## config.mk

```make
export PLATFORM = sky130hd
export DESIGN_NAME = single_sum_v
export DESIGN_NICKNAME = d
export VERILOG_FILES = /design/src/rtl/single_pkg.sv /design/src/rtl/single_add.sv /design/src/rtl/single_sum_v.sv
export SDC_FILE = /design/constraint.sdc
export NUM_CORES = 1
export LEC_CHECK = 0
export ABC_AREA = 0
export CAP_MARGIN = 20
export CORE_MARGIN = 10
export CORE_UTILIZATION = 40
export DETAILED_ROUTE_END_ITERATION = 12
export SYNTH_ARGS = -nofsm -noshare
export SYNTH_HDL_FRONTEND = slang
export SYNTH_SLANG_ARGS = --single-unit
```

## constraint.sdc

```tcl
create_clock -name clk -period 19.2 [get_ports clk]
set_input_delay 3.84 -clock clk [delete_from_list [all_inputs] [get_ports clk]]
set_output_delay 3.84 -clock clk [all_outputs]
set_load 0.1 [all_outputs]
```

## src/rtl/single_pkg.sv

```systemverilog
// Shared definitions for the single-precision vector sum block.
// Holds the controller state encoding, binary32 constants and small
// field-extract / classification helpers used by the adder and the top.
package single_pkg;

  typedef enum logic [1:0] {
    IDLE  = 2'd0,
    ACCUM = 2'd1,
    DONE  = 2'd2
  } state_t;

  localparam logic [31:0] QNAN     = 32'h7FC0_0000;
  localparam logic [31:0] POS_ZERO = 32'h0000_0000;
  localparam int          EXP_BIAS = 127;
  // All-ones exponent (Inf/NaN encoding), derived from the bias.
  localparam logic [7:0]  EXP_ALL1 = 8'(2 * EXP_BIAS + 1);

  function automatic logic f_sign(input logic [31:0] f);
    return f[31];
  endfunction

  function automatic logic [7:0] f_exp(input logic [31:0] f);
    return f[30:23];
  endfunction

  function automatic logic [22:0] f_man(input logic [31:0] f);
    return f[22:0];
  endfunction

  function automatic logic f_is_nan(input logic [31:0] f);
    return (f[30:23] == EXP_ALL1) && (f[22:0] != 23'd0);
  endfunction

  function automatic logic f_is_inf(input logic [31:0] f);
    return (f[30:23] == EXP_ALL1) && (f[22:0] == 23'd0);
  endfunction

  // Zero exponent covers true zeros and denormals (flushed to zero).
  function automatic logic f_is_zero(input logic [31:0] f);
    return (f[30:23] == 8'd0);
  endfunction

endpackage

```

## src/rtl/single_add.sv

```systemverilog
// Combinational IEEE-754 binary32 adder, round-to-nearest-even,
// denormals flushed to zero (sign kept), canonical NaN output.
// Ports:
//   a, b : binary32 operands
//   c    : binary32 sum
module single_add
  import single_pkg::*;
(
  input  logic [31:0] a,
  input  logic [31:0] b,
  output logic [31:0] c
);

  logic        big_s_s;
  logic [7:0]  big_e_s;
  logic [22:0] big_m_s;
  logic        sml_s_s;
  logic [7:0]  sml_e_s;
  logic [22:0] sml_m_s;
  logic [7:0]  exp_diff_s;
  logic [49:0] sml_wide_s;
  logic [26:0] big_al_s;
  logic [26:0] sml_al_s;
  logic [27:0] raw_s;
  logic [26:0] norm_s;
  logic [4:0]  lz_s;
  logic signed [9:0] exp_s;
  logic        rnd_up_s;
  logic [24:0] rnd_s;
  logic [22:0] man_s;
  logic [31:0] gen_s;

  // Leading-zero count of a 27-bit value; 27 when the value is zero.
  function automatic logic [4:0] lzc27(input logic [26:0] v);
    logic [4:0] n;
    n = 5'd27;
    for (int i = 0; i < 27; i++) begin
      if (v[i]) begin
        n = 5'(26 - i);
      end else begin
        n = n;
      end
    end
    return n;
  endfunction

  // Finite-operand datapath plus special-case selection.
  always_comb begin
    lz_s = 5'd0;
    // Order operands by magnitude so the subtraction is never negative.
    if (a[30:0] >= b[30:0]) begin
      big_s_s = f_sign(a); big_e_s = f_exp(a); big_m_s = f_man(a);
      sml_s_s = f_sign(b); sml_e_s = f_exp(b); sml_m_s = f_man(b);
    end else begin
      big_s_s = f_sign(b); big_e_s = f_exp(b); big_m_s = f_man(b);
      sml_s_s = f_sign(a); sml_e_s = f_exp(a); sml_m_s = f_man(a);
    end

    // Align the smaller operand: 24-bit significand plus guard/round/sticky.
    exp_diff_s = big_e_s - sml_e_s;
    sml_wide_s = {1'b1, sml_m_s, 26'd0} >> exp_diff_s;
    big_al_s   = {1'b1, big_m_s, 3'b000};
    if (exp_diff_s > 8'd26) begin
      sml_al_s = 27'd1;
    end else begin
      sml_al_s = {sml_wide_s[49:24], sml_wide_s[23] | (|sml_wide_s[22:0])};
    end

    if (big_s_s ^ sml_s_s) begin
      raw_s = {1'b0, big_al_s} - {1'b0, sml_al_s};
    end else begin
      raw_s = {1'b0, big_al_s} + {1'b0, sml_al_s};
    end

    // Normalize: one right shift on carry-out, else left by leading zeros.
    exp_s = $signed({2'b00, big_e_s});
    if (raw_s[27]) begin
      norm_s = {raw_s[27:2], raw_s[1] | raw_s[0]};
      exp_s  = exp_s + 10'sd1;
    end else begin
      lz_s   = lzc27(raw_s[26:0]);
      norm_s = raw_s[26:0] << lz_s;
      exp_s  = exp_s - $signed({5'd0, lz_s});
    end

    // Round to nearest, ties to even (lsb is norm_s[3]).
    rnd_up_s = norm_s[2] & (norm_s[1] | norm_s[0] | norm_s[3]);
    rnd_s    = {1'b0, norm_s[26:3]} + {24'd0, rnd_up_s};
    if (rnd_s[24]) begin
      exp_s = exp_s + 10'sd1;
      man_s = rnd_s[23:1];
    end else begin
      man_s = rnd_s[22:0];
    end

    if (raw_s == 28'd0) begin
      gen_s = POS_ZERO;
    end else if (exp_s <= 10'sd0) begin
      gen_s = {big_s_s, 31'd0};
    end else if (exp_s >= $signed({2'b00, EXP_ALL1})) begin
      gen_s = {big_s_s, EXP_ALL1, 23'd0};
    end else begin
      gen_s = {big_s_s, exp_s[7:0], man_s};
    end

    // Special operands override the datapath result.
    if (f_is_nan(a) || f_is_nan(b)) begin
      c = QNAN;
    end else if (f_is_inf(a) && f_is_inf(b)) begin
      c = (f_sign(a) != f_sign(b)) ? QNAN : {f_sign(a), EXP_ALL1, 23'd0};
    end else if (f_is_inf(a)) begin
      c = {f_sign(a), EXP_ALL1, 23'd0};
    end else if (f_is_inf(b)) begin
      c = {f_sign(b), EXP_ALL1, 23'd0};
    end else if (f_is_zero(a) && f_is_zero(b)) begin
      // -0 + -0 stays -0; every other zero pairing gives +0.
      c = {f_sign(a) & f_sign(b), 31'd0};
    end else if (f_is_zero(a)) begin
      c = b;
    end else if (f_is_zero(b)) begin
      c = a;
    end else begin
      c = gen_s;
    end
  end

endmodule

```

## src/rtl/single_sum_v.sv

```systemverilog
// Sequential left-to-right binary32 sum of a WIDTH-element vector.
// One shared adder accumulates one element per cycle.
// Ports:
//   clk      : clock, rising edge
//   rstn     : synchronous active-high reset
//   start    : one-cycle request, vector_a sampled on the same edge
//   vector_a : WIDTH binary32 operands
//   busy     : high while accumulating or presenting the result
//   done     : one-cycle pulse, sum valid
//   sum      : binary32 result, held until the next result
module single_sum_v
  import single_pkg::*;
#(
  parameter int WIDTH = 4
) (
  input  logic        clk,
  input  logic        rstn,
  input  logic        start,
  input  logic [31:0] vector_a [WIDTH],
  output logic        busy,
  output logic        done,
  output logic [31:0] sum
);

  localparam int IDX_W = $clog2(WIDTH) + 1;
  localparam logic [IDX_W-1:0] LAST_IDX = IDX_W'(WIDTH - 1);

  state_t           state_r;
  state_t           state_nxt_s;
  logic [31:0]      vec_r [WIDTH];
  logic [31:0]      acc_r;
  logic [31:0]      sum_r;
  logic [IDX_W-1:0] idx_r;
  logic             busy_r;
  logic             done_r;
  logic [31:0]      add_b_s;
  logic [31:0]      add_res_s;

  // Select the current element for the shared adder.
  always_comb begin
    add_b_s = vec_r[0];
    for (int i = 0; i < WIDTH; i++) begin
      add_b_s = (idx_r == IDX_W'(i)) ? vec_r[i] : add_b_s;
    end
  end

  single_add u_add (
    .a (acc_r),
    .b (add_b_s),
    .c (add_res_s)
  );

  // Next-state decode; start is only looked at in IDLE.
  always_comb begin
    state_nxt_s = state_r;
    case (state_r)
      IDLE:    state_nxt_s = start ? ACCUM : IDLE;
      ACCUM:   state_nxt_s = (idx_r == LAST_IDX) ? DONE : ACCUM;
      DONE:    state_nxt_s = IDLE;
      default: state_nxt_s = IDLE;
    endcase
  end

  // State, datapath and registered outputs.
  always_ff @(posedge clk) begin
    if (rstn) begin
      state_r <= IDLE;
      acc_r   <= POS_ZERO;
      sum_r   <= POS_ZERO;
      idx_r   <= {IDX_W{1'b0}};
      busy_r  <= 1'b0;
      done_r  <= 1'b0;
      for (int i = 0; i < WIDTH; i++) begin
        vec_r[i] <= 32'd0;
      end
    end else begin
      state_r <= state_nxt_s;
      busy_r  <= (state_nxt_s != IDLE);
      // done follows the DONE state by one register stage.
      done_r  <= (state_r == DONE);
      case (state_r)
        IDLE: begin
          if (start) begin
            vec_r <= vector_a;
            acc_r <= POS_ZERO;
            idx_r <= {IDX_W{1'b0}};
          end
        end
        ACCUM: begin
          acc_r <= add_res_s;
          idx_r <= idx_r + IDX_W'(1);
          if (idx_r == LAST_IDX) begin
            sum_r <= add_res_s;
          end
        end
        default: begin
        end
      endcase
    end
  end

  assign busy = busy_r;
  assign done = done_r;
  assign sum  = sum_r;

endmodule
```

==> results of run 1 <==
-- critical path: cells and delay by family, from the launching register on --
| kind | cells | cell delay [ns] |
|---|---|---|
| simple gates | 20 | 5.87 |
| compound gates | 30 | 7.24 |
| flops | 1 | 0.41 |
| fa+ha+maj | 6 | 1.77 |
| buf+inv | 10 | 1.95 |
| mux | 2 | 0.58 |
-- synth_stat cells, drive strengths merged, types with 12 or more instances --
master   number
and3         24
a311oi       17
or3          27
clkbuf      178
xnor2        38
inv         108
nand4        35
o211ai       46
nor2b        15
o21ai       216
a21oi       352
o21bai       14
nand2b       27
a221oi       15
a211oi       55
nor2        246
mux2i        35
dfxtp       199
nand2       555
mux4         15
o21a         12
o32ai        13
ha           89
or2          17
nand3        77
o31ai        18
a22oi        55
a31oi        48
a21boi       12
o22ai        15
xor2         17
and2         23
nor3         77
buf          48
or4          13
mux2         29
a2111oi      16
a21o         39
nor4         42
-- kinds of logic (layout without fill, tap and decap cells) --
logic type                 after synthesis  in the layout  synth area share
xor gates and xnor gates                55             55            0.0237
and+or+nand+nor                       1223           1223             0.275
AOI/OAI and AO/OA                     1071           1071             0.338
adders and majority gates               92             92            0.0564
buffers and inverters                  334            360            0.0641
DFF                                    199            199             0.193
muxes                                   79             79            0.0493
-- timing repair --
| item | in CTS | in global routing |
|---|---|---|
| endpoints found under the setup margin | 0 | 62 |
| resized for setup | 0 | 8 |
| endpoints found under the hold margin | 0 | 0 |
-- metal layers --
metal / track usage / up-vias / wire length, um
met2: 0.499 / 1543 / 44700
met1: 0.404 / 11865 / 40400
met3: 0.0603 / 252 / 9780
li1: - / 11218 / -
met5: 0 / - / 32
met4: 0.120 / 4 / 4190
-- area by class of cell --
type | count | area share
clock buffers | 18 | 0.0188
well taps | 680 | 0.0364
inverters | 108 | 0.0175
multi-input cells | 2520 | 0.661
repair buffers | 220 | 0.0880
flip-flops and latches | 199 | 0.170
clock inverters | 14 | 0.00808
-- power by group through the flow --
stage,Sequential [mW],Clock [mW],Combinational (mW)
floorplan,0.471,0,2.75
global placement,0.499,0,3.98
detailed placement,0.500,0,3.95
CTS,0.490,0.389,3.98
global route,0.494,0.403,4.41
finish,0.494,0.385,4.17
-- how the worst min path moves through the flow --
stage               startpoint          to  cells past startpoint
floorplan            vec_r[34]   vec_r[34]                      2
global placement     vec_r[58]   vec_r[58]                      2
detailed placement  vec_r[126]  vec_r[126]                      2
CTS                  vec_r[79]   vec_r[79]                      2
global route         vec_r[53]   vec_r[53]                      2
finish               vec_r[78]   vec_r[78]                      2
-- flip-flops by register name, summed over array words and instances (netlist names) --
name / cells
vec_r: 128
acc_r: 32
sum: 32
state_r: 2
idx_r: 3
busy: 1
done: 1
-- cells in the final DEF, fill, tap and decap left out, types with 56 or more instances in the layout --
master and n:
sky130_fd_sc_hd__dfxtp_1 199, sky130_fd_sc_hd__o21ai_0 195, sky130_fd_sc_hd__buf_4 56, sky130_fd_sc_hd__nand3_1 76
sky130_fd_sc_hd__clkdlybuf4s50_1 163, sky130_fd_sc_hd__nor3_1 69, sky130_fd_sc_hd__a21oi_1 351, sky130_fd_sc_hd__ha_1 89
sky130_fd_sc_hd__nor2_1 241, sky130_fd_sc_hd__inv_1 100, sky130_fd_sc_hd__nand2_1 552
-- through the flow --
stage                     std cells  utilization  power (mW)
after CTS                      3758        0.456        4.86
after detailed placement       3726        0.443        4.45
after floorplan                3053            -        3.22
after global placement         3725        0.443        4.48
after global routing           3759        0.456        5.30
final                          3759        0.456        5.05
==> summary.txt, run 1 <==
RUN STATUS
--------------------------------------------------------------------------------
Outcome ........................................................... complete, no violations

WORST SETUP PATH
--------------------------------------------------------------------------------
Worst EP arrival ..................................................     18.39 ns
Worst setup startpoint ............................................     idx_r[0]
Reg2Reg Launch Point ..............................................     idx_r[0]
Worst setup slack for register-to-register paths ..................      1.18 ns
R2r worst-path depth ..............................................           68
Critical path fanouts, max ........................................           41
Delay of the slowest cell on the worst path .......................      0.80 ns
Endpoint of the worst-slack reg-to-reg timing path ................    acc_r[10]
Slowest-stage cell, CP ............................................ sky130_fd_sc_hd__nor2b_1
Capture point of the worst path ...................................    acc_r[10]
CP most frequent cell ............................................. sky130_fd_sc_hd__a21oi_1
Type of element capturing the critical path .......................    flip-flop
Data required time at the worst endpoint ..........................     19.57 ns
Category of the worst setup path launch point .....................    flip-flop
Worst setup path category ......................................... flip-flop to flip-flop

TIMING
--------------------------------------------------------------------------------
Setup skew after layout ...........................................    0.0181 ns
Part of the cycle the worst path needs ............................        0.938
Post-Route Setup TNS ..............................................         0 ns
Hold_ws ...........................................................     0.455 ns
Transition time at the pin with the least slew margin .............      1.20 ns
Max-slew headroom at the worst pin ................................        0.192
Setup repair after global routing missed its margin ...............           no
Timing-limited maximum frequency ..................................   0.0555 GHz
Worst setup margin ................................................      1.18 ns
Final-report max-slew violation count .............................            0
Post-layout min period ............................................     18.02 ns
Final setup violation count .......................................            0
Final-report hold violation count .................................            0

DIE
--------------------------------------------------------------------------------
Core Region .......................................................   0.0512 mm2
Starting density of the core ......................................        0.404
Number of top-level pins ..........................................          165
Die Span X ........................................................       247 um
Die Footprint .....................................................   0.0611 mm2
Row count .........................................................           83
Overall die height ................................................       247 um

GLOBAL ROUTE
--------------------------------------------------------------------------------
Combined global-route utilization of all metal layers .............        0.311
First-pass GRT wire length ........................................    147000 um
Number of global-route vias before repair .........................        23081
Number of antenna violations at the first check in global routing .            2
Global route total overflow .......................................            0
Pin count of the biggest net entering global routing ..............          112

CTS
--------------------------------------------------------------------------------
CTS Hold Bufs .....................................................            0
Cell chosen for the clock root .................................... sky130_fd_sc_hd__clkbuf_16
CTS sink count ....................................................          199
CTS tree ..........................................................          yes
Clock tree buffer depth ...........................................            2
Count of H-tree levels built during CTS ...........................            4
Clock-pin slew on the worst setup and hold paths ..................      0.08 ns
Clock buffer count from CTS .......................................           17
Clk Latency, worst-skew pair ......................................      0.48 ns
Post-CTS setup-driven buffer insertion count ......................            0

SYNTH
--------------------------------------------------------------------------------
Count of distinct cell types in the synthesized netlist ...........          114
Share of synthesized area occupied by flip-flops and latches ......        0.193
Number of instances in the synthesized netlist ....................         3053
Post-Syn Nets .....................................................         3275
Leading register cell type out of synthesis ....................... sky130_fd_sc_hd__dfxtp_1
Cells taking the most area after synthesis ........................ sky130_fd_sc_hd__dfxtp_1, sky130_fd_sc_hd__nand2_1, sky130_fd_sc_hd__a21oi_1, sky130_fd_sc_hd__ha_1, sky130_fd_sc_hd__o21ai_0
Syn Std Cell Area .................................................   0.0207 mm2
Post-synthesis async set-or-reset flop share ......................            0
Top-area cell type share of the netlist area ......................        0.193
EDFF count, synth .................................................            0
Warnings, synthesis ...............................................            0
Count of state elements after synthesis ...........................          199
Library cell with the largest summed area after synthesis ......... sky130_fd_sc_hd__dfxtp_1
Mean instance size in the synthesized netlist .....................     6.77 um2

POWER
--------------------------------------------------------------------------------
Share of total power in combinational logic .......................        0.826
Sequential share of power .........................................        0.098
Switching Share ...................................................        0.614
Leak ..............................................................      8.83 nW
Cell internal pwr .................................................      1.95 mW
Max rail drop VDD .................................................      96.2 uV
Power density normalized to cell area .............................   216 mW/mm2
Clock network fraction of total power .............................        0.076
Psw ...............................................................      3.10 mW

FINAL LAYOUT
--------------------------------------------------------------------------------
FF+latch area .....................................................  0.00398 mm2
Number of antenna diodes ..........................................            0
Post-route standard cell area excluding fillers ...................   0.0234 mm2
Final net count ...................................................         3288
Total area of multi-input combinational cells .....................   0.0154 mm2
Layout Area Growth over Synthesis .................................        13.1%
Fill cell total of the finished layout ............................         5333
Share of post-route cells with drive strength above 1 .............       0.0702

PLACED DESIGN
--------------------------------------------------------------------------------
Number of buffers added on ports ..................................          164
Dpl hpwl ..........................................................     76000 um
Placement Cell Area ...............................................   0.0227 mm2
Final weighted congestion in routability-driven placement .........         1.06
Setup WS pre-CTS ..................................................     0.851 ns

DRT
--------------------------------------------------------------------------------
Post-detailed-route count of antenna-violating nets ...............            0
Post-detailed-route wirelength per cell ...........................      26.4 um
Drt total wl ......................................................     99100 um
Total iterations of the first detailed-routing run ................            7
DR DRC count ......................................................            0
DRC violation total after the first TritonRoute iteration .........         3380
Total via count in the routed design ..............................        24882
Mean number of vias per cell ......................................         6.62

JOB
--------------------------------------------------------------------------------
Max_cap viols .....................................................            0

MIN PATH
--------------------------------------------------------------------------------
Path category of the worst min-delay check ........................ flip-flop to flip-flop

No activity file was read; power rests on OpenSTA's default activity.
==> run 2, diff against run 1 <==
Settings changed: CORE_UTILIZATION 40 to 35.
==> summary.txt, run 2 (synthesis results as in run 1) <==
FINAL LAYOUT
--------------------------------------------------------------------------------
Register with the most flip-flops .................................        vec_r
Share of post-route cells with drive strength above 1 .............       0.0705
Final net count ...................................................         3287
Post-route standard cell area excluding fillers ...................   0.0235 mm2
Most frequent cells in the layout ................................. sky130_fd_sc_hd__nand2_1, sky130_fd_sc_hd__a21oi_1, sky130_fd_sc_hd__nor2_1
Number of antenna diodes ..........................................            0
Number of flip-flops under the largest register name ..............          128
Final core area utilization .......................................        0.405
Layout Area Growth over Synthesis .................................        13.9%
Most common cell after layout, fill and taps aside ................ sky130_fd_sc_hd__nand2_1

TIMING
--------------------------------------------------------------------------------
Setup skew after layout ...........................................    0.0127 ns
Hold_ws ...........................................................     0.451 ns
Part of the cycle the worst path needs ............................        0.925
Max-slew headroom at the worst pin ................................        0.187
Final-report hold violation count .................................            0
Final-report max-slew violation count .............................            0
Transition time at the pin with the least slew margin .............      1.19 ns
Post-layout min period ............................................     17.77 ns
Post-Route Setup TNS ..............................................         0 ns
Final setup violation count .......................................            0
Timing-limited maximum frequency ..................................   0.0563 GHz
Setup repair after global routing missed its margin ...............           no

CTS
--------------------------------------------------------------------------------
CTS sink count ....................................................          199
Cell chosen for the clock root .................................... sky130_fd_sc_hd__clkbuf_16
CTS tree ..........................................................          yes
Clock tree buffer depth ...........................................            2
Clock-pin slew on the worst setup and hold paths ..................      0.08 ns
Clk Latency, worst-skew pair ......................................      0.47 ns
Count of H-tree levels built during CTS ...........................            4
Clock buffer count from CTS .......................................           17

DRT
--------------------------------------------------------------------------------
DRC violation total after the first TritonRoute iteration .........         3078
Met2 wire length ..................................................     42600 um
Detailed route wirelength on metal3 ...............................      8450 um
Mean number of vias per cell ......................................         6.32
Total iterations of the first detailed-routing run ................            6
Routed met1 length ................................................     38300 um
Total via count in the routed design ..............................        24292
DR DRC count ......................................................            0
Post-detailed-route count of antenna-violating nets ...............            0
Highest metal layer used by the detailed router ...................         met4
Drt total wl ......................................................     93600 um
Post-detailed-route wirelength per cell ...........................      24.3 um

DIE
--------------------------------------------------------------------------------
Row count .........................................................           88
Die Footprint .....................................................   0.0691 mm2
Die Span X ........................................................       263 um
Number of top-level pins ..........................................          165
Overall die height ................................................       263 um
Starting density of the core ......................................        0.356
Core Region .......................................................   0.0580 mm2

WORST SETUP PATH
--------------------------------------------------------------------------------
Category of the worst setup path launch point .....................    flip-flop
Type of element capturing the critical path .......................    flip-flop
Worst setup path category ......................................... flip-flop to flip-flop
Worst EP arrival ..................................................     18.14 ns
Delay of the slowest cell on the worst path .......................      0.70 ns
Data required time at the worst endpoint ..........................     19.57 ns
CP most frequent cell ............................................. sky130_fd_sc_hd__a21oi_1
Critical path fanouts, max ........................................           35
Slowest-stage cell, CP ............................................ sky130_fd_sc_hd__or4_1

PLACED DESIGN
--------------------------------------------------------------------------------
Placement Cell Area ...............................................   0.0228 mm2
Dpl hpwl ..........................................................     72200 um
Final weighted congestion in routability-driven placement .........         1.02
Number of buffers added on ports ..................................          164

POWER
--------------------------------------------------------------------------------
Switching Share ...................................................        0.610
Sequential share of power .........................................        0.098
Share of total power in combinational logic .......................        0.824
Cell internal pwr .................................................      1.94 mW
Clock network fraction of total power .............................        0.078
Psw ...............................................................      3.04 mW
Leak ..............................................................      8.83 nW
Power density normalized to cell area .............................   212 mW/mm2
Max rail drop VDD .................................................      99.5 uV

GLOBAL ROUTE
--------------------------------------------------------------------------------
Pin count of the biggest net entering global routing ..............          100
Combined global-route utilization of all metal layers .............        0.253
Number of global-route vias before repair .........................        22425
Global route total overflow .......................................            0
First-pass GRT wire length ........................................    140000 um
Number of antenna violations at the first check in global routing .            0

JOB
--------------------------------------------------------------------------------
Max_cap viols .....................................................            0

MIN PATH
--------------------------------------------------------------------------------
Path category of the worst min-delay check ........................ flip-flop to flip-flop

RUN STATUS
--------------------------------------------------------------------------------
Outcome ........................................................... complete, no violations

[run 2: cell types whose count changed in the layout (fill, tap and decap cells not counted), moves of 2 or more]
cell | previous run | this run
sky130_fd_sc_hd__buf_4 | 56 | 53
sky130_fd_sc_hd__clkinv_8 | 3 | 6
sky130_fd_sc_hd__inv_12 | 0 | 2
sky130_fd_sc_hd__inv_6 | 3 | 1
sky130_fd_sc_hd__nor2_1 | 241 | 239
[run 2: routing by layer]
layer | track usage | vias up
li1 | - | 11221
met1 | 0.328 | 11530
met2 | 0.410 | 1309
met3 | 0.0436 | 232
met4 | 0.105 | 0
met5 | 0 | -
[run 2: area by class of cell]
cell class | count | area, um2
sequential | 199 | 3980
multi-input combinational | 2520 | 15500
inverter | 108 | 405
fill | 6194 | 34500
tap | 765 | 957
timing repair buffer | 219 | 2060
clock inverter | 15 | 220
clock buffer | 17 | 425
[run 2: path summary, 6_finish.rpt]
check	from	end	slack [ns]	cells after the start
worst max-delay path	idx_r[0]	acc_r[5]	1.43	64
worst min-delay path	vec_r[57]	vec_r[57]	0.45	2
worst max register to register	idx_r[0]	acc_r[5]	1.43	64
worst min register to register	vec_r[57]	vec_r[57]	0.45	2
[run 2: stage by stage]
step | std cells | power [mW] | worst slack, ns
6_report | 3843 | 4.98 | 1.43
3_5_place_dp | 3808 | 4.40 | 1.05
3_3_place_gp | 3808 | 4.47 | 1.18
2_1_floorplan | 3053 | 3.22 | 4.29
4_1_cts | 3840 | 4.81 | 1.01
5_1_grt | 3843 | 5.25 | 0.179
[run 2: critical path, delay by kind of cell (launching register included)]
family / cells / cell delay [ns]
simple gates: 19 / 5.23
fa+ha+maj: 5 / 1.45
flops: 1 / 0.40
buf+inv: 7 / 1.38
compound gates: 32 / 8.79
mux: 1 / 0.34
[run 2: what timing repair did]
| action | in CTS | in global routing |
|---|---|---|
| endpoints found under the setup margin | 0 | 62 |
| gates resized for setup | 0 | 10 |
| hold endpoints to repair | 0 | 0 |
| hold buffers | 0 | 0 |
| setup buffers | 0 | 0 |
[run 2: power groups by stage]
| stage | clock (mW) | combinational [mW] | sequential (mW) |
|---|---|---|---|
| floorplan | 0 | 2.75 | 0.471 |
| global placement | 0 | 3.97 | 0.498 |
| detailed placement | 0 | 3.91 | 0.497 |
| CTS | 0.394 | 3.93 | 0.487 |
| global route | 0.411 | 4.35 | 0.491 |
| finish | 0.388 | 4.10 | 0.489 |
